==> src/rtl/reg_file_2r1w.sv <==
// 2-read/1-write register file with write-to-read bypass,
// optional hardwired-zero R0 and a sequenced bulk-clear engine.
module reg_file_2r1w #(
  parameter int DATA_W   = 16,
  parameter int NUM_REGS = 16,
  parameter int ADDR_W   = 4,
  parameter int ZERO_R0  = 0
) (
  input  logic              clk,
  input  logic              reset,
  input  logic              wr_en,
  input  logic [ADDR_W-1:0] wr_addr,
  input  logic [DATA_W-1:0] wr_data,
  output logic              wr_ack,
  input  logic [ADDR_W-1:0] rd_addr_a,
  input  logic [ADDR_W-1:0] rd_addr_b,
  output logic [DATA_W-1:0] rd_data_a,
  output logic [DATA_W-1:0] rd_data_b,
  input  logic              clr_req,
  output logic              busy
);

  localparam bit Z0 = (ZERO_R0 != 0);
  localparam logic [ADDR_W-1:0] LAST =
    ADDR_W'(NUM_REGS - 1);

  typedef enum logic {
    IDLE,
    CLEAR
  } state_e;

  state_e            state_q, state_d;
  logic [ADDR_W-1:0] cnt_q, cnt_d;
  logic [DATA_W-1:0] mem_q [NUM_REGS];
  logic [DATA_W-1:0] mem_d [NUM_REGS];
  logic [DATA_W-1:0] rd_a_q, rd_a_d;
  logic [DATA_W-1:0] rd_b_q, rd_b_d;
  logic              wr_acc;

  assign busy      = (state_q == CLEAR);
  assign wr_ack    = wr_en & ~busy;
  // Acked R0 writes are swallowed when R0 is hardwired.
  assign wr_acc    = wr_ack & ~(Z0 && wr_addr == '0);
  assign rd_data_a = rd_a_q;
  assign rd_data_b = rd_b_q;

  always_comb begin
    state_d = state_q;
    cnt_d   = cnt_q;
    mem_d   = mem_q;
    case (state_q)
      IDLE: begin
        if (wr_acc)
          mem_d[wr_addr] = wr_data;
        if (clr_req) begin
          state_d = CLEAR;
          cnt_d   = '0;
        end
      end
      CLEAR: begin
        mem_d[cnt_q] = '0;
        cnt_d        = cnt_q + ADDR_W'(1);
        if (cnt_q == LAST)
          state_d = IDLE;
      end
      default: state_d = IDLE;
    endcase
  end

  // Clear beats the bypass; R0 masking beats both.
  always_comb begin
    rd_a_d = mem_q[rd_addr_a];
    if (busy && rd_addr_a == cnt_q)
      rd_a_d = '0;
    else if (wr_acc && wr_addr == rd_addr_a)
      rd_a_d = wr_data;
    if (Z0 && rd_addr_a == '0)
      rd_a_d = '0;
  end

  always_comb begin
    rd_b_d = mem_q[rd_addr_b];
    if (busy && rd_addr_b == cnt_q)
      rd_b_d = '0;
    else if (wr_acc && wr_addr == rd_addr_b)
      rd_b_d = wr_data;
    if (Z0 && rd_addr_b == '0)
      rd_b_d = '0;
  end

  always_ff @(posedge clk or negedge reset) begin
    if (!reset) begin
      state_q <= IDLE;
      cnt_q   <= '0;
      rd_a_q  <= '0;
      rd_b_q  <= '0;
      for (int i = 0; i < NUM_REGS; i++)
        mem_q[i] <= '0;
    end else begin
      state_q <= state_d;
      cnt_q   <= cnt_d;
      rd_a_q  <= rd_a_d;
      rd_b_q  <= rd_b_d;
      mem_q   <= mem_d;
    end
  end

endmodule

==> config.mk <==
export PLATFORM = sky130hd
export DESIGN_NAME = reg_file_2r1w
export DESIGN_NICKNAME = d
export VERILOG_FILES = /design/src/rtl/reg_file_2r1w.sv
export SDC_FILE = /design/constraint.sdc
export NUM_CORES = 1
export LEC_CHECK = 0
export ABC_AREA = 1
export BUFFER_PORTS_ARGS = -buffer_cell sky130_fd_sc_hd__buf_2
export CAP_MARGIN = 20
export CORE_MARGIN = 5
export CORE_UTILIZATION = 30
export DETAILED_ROUTE_END_ITERATION = 12
export GPL_ROUTABILITY_DRIVEN = 0
export GPL_TIMING_DRIVEN = 0
export PLACE_DENSITY = 0.44
export SYNTH_ARGS = -nofsm -noshare
export SYNTH_HDL_FRONTEND = slang
export SYNTH_SLANG_ARGS = --single-unit
==> constraint.sdc <==
create_clock -name clk -period 3.24 [get_ports clk]
set_input_delay 0.648 -clock clk [delete_from_list [all_inputs] [get_ports clk]]
set_output_delay 0.648 -clock clk [all_outputs]
set_load 0.01 [all_outputs]
Word-level counts from Yosys, hierarchy flattened

Index checks and enable logic that the tools add are counted.
W data, S select, Z words.

Reductions and logical operators: 6
Bitwise operators: 8
$add $sub $neg: 1
Equality and inequality tests: 7
Muxes and demuxes: 22
$lt $le $gt $ge: 6

Operators with widths:

| operator              | count |
|---|---|
| $pmux W256 S2         | 1 |
| $and A256 B256 Y256   | 1 |
| $bwmux W256           | 1 |
| $mux W256             | 1 |
| $not A256 Y256        | 1 |
| $mux W16              | 10 |
| $bmux W16 S4          | 2 |
| $demux W16 S4         | 2 |
| $ge A5 B5 Y1 const B  | 4 |
| $not A4 Y5            | 4 |
| $eq A4 B4 Y1          | 4 |
| $lt A5 B1 Y1 const B  | 2 |
| $pmux W4 S2           | 1 |
| $logic_and A1 B1 Y1   | 6 |
| $add A4 B1 Y4 const B | 1 |
| $eq A4 B4 Y1 const B  | 1 |
| $mux W4               | 1 |
| $ne A2 B2 Y1 const B  | 2 |
| $mux W1               | 2 |
| $pmux W1 S2           | 1 |
| $and A1 B1 Y1         | 1 |
| $not A1 Y1            | 1 |

Flip-flop bits (word level): 293
Logic and storage cells: 70

Longest topological paths before layout

Word-level depth: 8
Gate-level depth with buffers: 10

Worst setup path after synthesis

OpenSTA, ideal clock, no wires.

Kind: input to output
Start: in wr_en
End: out wr_ack
Buffers on the path: 1
Arrival: 1130 ps
Data required time: 2592 ps
Stages: 3
Setup slack: 1462 ps
Cell sequence: inv_1 nor2_8 buf_6

Longest elaborated chain between the ends: 1

RTL lines:

| what            | line | text |
|---|---|---|
| start, declared | 11   | `input logic wr_en,` |
| $and A1 B1 Y1   | 41   | `assign wr_ack = wr_en & ~busy;` |
| end, declared   | 14   | `output logic wr_ack,` |

No other way between the ends.

Worst setup path in the final report

Start: reg state_q, in the netlist busy
End: out wr_ack

Longest elaborated chain between the ends: 2

RTL lines:

| what                   | line | text |
|---|---|---|
| start, declared        | 32   | `state_e state_q, state_d;` |
| start signal, assigned | 100  | `state_q <= state_d;` |
| $not A1 Y1             | n/a  |  |
| $and A1 B1 Y1          | 41   |  |

No other way between the ends.

==> qor.yml <==
cts_buffers: 39
yosysWarnings: 0
yosysUniqueCellTypes: 33
synthToLayoutAreaGrowth_pct: 15.4
static-leakage-power_uw: 0.0102
start_kind: "register"
die-area_um2: 61000
crit_type: "register to output port"
ys_ff_latch: 293
ctsHoldBuffers: 0
hold_class: "primary input to asynchronous set/reset pin"
postCtsSetupBuffers: 0
ff2ff_setup_slack_ps: 1100
die_w_um: 247
post_cts_resized: 0
drt-total-wl_um: 77900
synth_common_cells: "nand2_1 (616), nand3_1 (488), inv_1 (320), dfrtp_1 (293), o22ai_1 (242)"
clock_skew_ps: 22.3
drt-initial-drc-count: 1907
num_vias: 17300
power_uw: 13100
routedWlPerCell_um: 24.4
synth_area_um2: 16800
synthFlopType: "dfrtp_1"
synthArstFlopShare: 1.00
clockBufferDepth: 3
rows: 86
pwr-share-seq: 0.351
combPwrFrac: 0.318
switching_share: 0.373
synth_edf_count: 0
final_max_slew_viol_count: 0
die_h_um: 247
cts_tree: "done"
clkLatencyLatePin_ps: 580
port-buffer-count: 61
clkSinkCount: 293
clock_power_share: 0.331
p_per_area_nw_per_um2: 674
finalCoreUtilization: 0.351
max_freq_mhz: 412
synth_top_area_frac: 0.435
clk_pin_slew_ps: 60
p_int_uw: 8220
hold_slack_ps: 45.5
slew_headroom: 0.282
vdd_drop_max_mv: 0.331
htreeDepth: 2
p_sw_uw: 4890
tns_ps: 0
status: "finished, final reports clean"
drv_cap: 0
drcViolationCount: 0
finalCritPeriodShare: 0.750
hpwl_um: 58000
antenna_found_initial: 1
rsz0062_at_grt: "no"
coreArea_um2: 55400
avgSynthCellArea_um2: 7.29
nets: 2451
ios: 66
ant_nets: 0
synth_area_leaders: "dfrtp_1 (44%), nand3_1 (14%), nand2_1 (14%)"
grt_start_max_net_pins: 97
diodes: 0
cts_root_buffer: "clkbuf_16"
grt_pass1_wl_um: 113000
vias_per_cell: 5.43
setup_viol: 0
end_kind: "output port"
synth_most_common_cell: "nand2_1"
cp.arrival_ps: 1780
synth_top_cell_by_area: "dfrtp_1"
tightest_slew_ps: 1080
final-hold-violation-count: 0
drive_above_1_share: 0.126
start_util: 0.304
grt_usage: 0.251
syn_inst: 2310
cp_max_fo: 10
drtPass1Iterations: 6
overflow: 0
synthesis.nets: 2346
ys_seq_area_frac: 0.435
period_needed_ps: 2430
grt_pass1_vias: 16700
crit_required_ps: 2590
[logic make-up after synthesis]
family                   after synthesis  synth area share
AO/OA/AOI/OAI                        292             0.112
XOR/XNOR                               5           0.00260
adder cells (fa/ha/maj)                4           0.00297
buffers and inverters                514             0.128
flip-flops                           293             0.435
AND/OR/NAND/NOR                     1202             0.319
[registers in the layout (all words and copies together) (netlist names)]
signal / flops
busy: 1
cnt_q: 4
mem_q: 256
rd_data_a: 16
rd_data_b: 16
[placed cells by master, fill, tap and decap left out, drive strengths merged, types with 2 or more instances in the layout]
cell type / count
a21oi: 4
a22oi: 16
buf: 201
clkbuf: 90
clkinv: 27
dfrtp: 293
ha: 4
inv: 328
nand2: 638
nand3: 500
nand4: 6
nor2: 56
o21ai: 29
o22ai: 242
xnor2: 3
xor2: 2
[power groups by stage]
| stage | registers, uW | logic, uW | clock network, uW |
|---|---|---|---|
| 2_1_floorplan | 4670 | 2660 | 0 |
| 3_3_place_gp | 4660 | 4020 | 0 |
| 3_5_place_dp | 4660 | 4090 | 0 |
| 4_1_cts | 4600 | 4100 | 4430 |
| 5_1_grt | 4670 | 4570 | 4550 |
| 6_report | 4600 | 4170 | 4340 |
[critical path, stage by stage (launching register included)]
cell and delay (ps):
dfrtp_1 380, buf_6 150, nor2_8 270, buf_6 240
buf_2 160
[routing by layer]
metal  global-route usage  wire [um]
met1                0.345      33500
met2                0.388      34300
met3               0.0490       6390
met4                0.107       3670
met5                    0          0
[final timing paths]
| check | from | end | cells past startpoint |
|---|---|---|---|
| hold reg to reg | mem_q[180] | mem_q[180] | 2 |
| setup / recovery | busy | wr_ack | 4 |
| hold / removal | reset | mem_q[76] | 1 |
| setup reg to reg | busy | mem_q[212] | 7 |
| max in group asynchronous | reset | mem_q[4] | 3 |
| min in group clk | clr_req | cnt_q[1] | 4 |
[final cells by class]
type	instances	area [um^2]
Multi-Input combinational cell	1503	7360
Buffer	169	861
Sequential cell	293	7330
Tap cell	748	936
Timing Repair Buffer	64	398
Inverter	345	1290
Fill cell	5949	36000
Clock inverter	12	98.8
Clock buffer	58	1170
[per-stage QoR]
| step | cells | area [um^2] | setup slack [ps] |
|---|---|---|---|
| after floorplan | 2310 | 16800 | 1460 |
| after global placement | 3119 | 18100 | -4470 |
| after detailed placement | 3122 | 18200 | 444 |
| after CTS | 3192 | 19400 | 795 |
| after global routing | 3192 | 19400 | 764 |
| final | 3192 | 19400 | 811 |
Power figures use the tool's default switching activity.
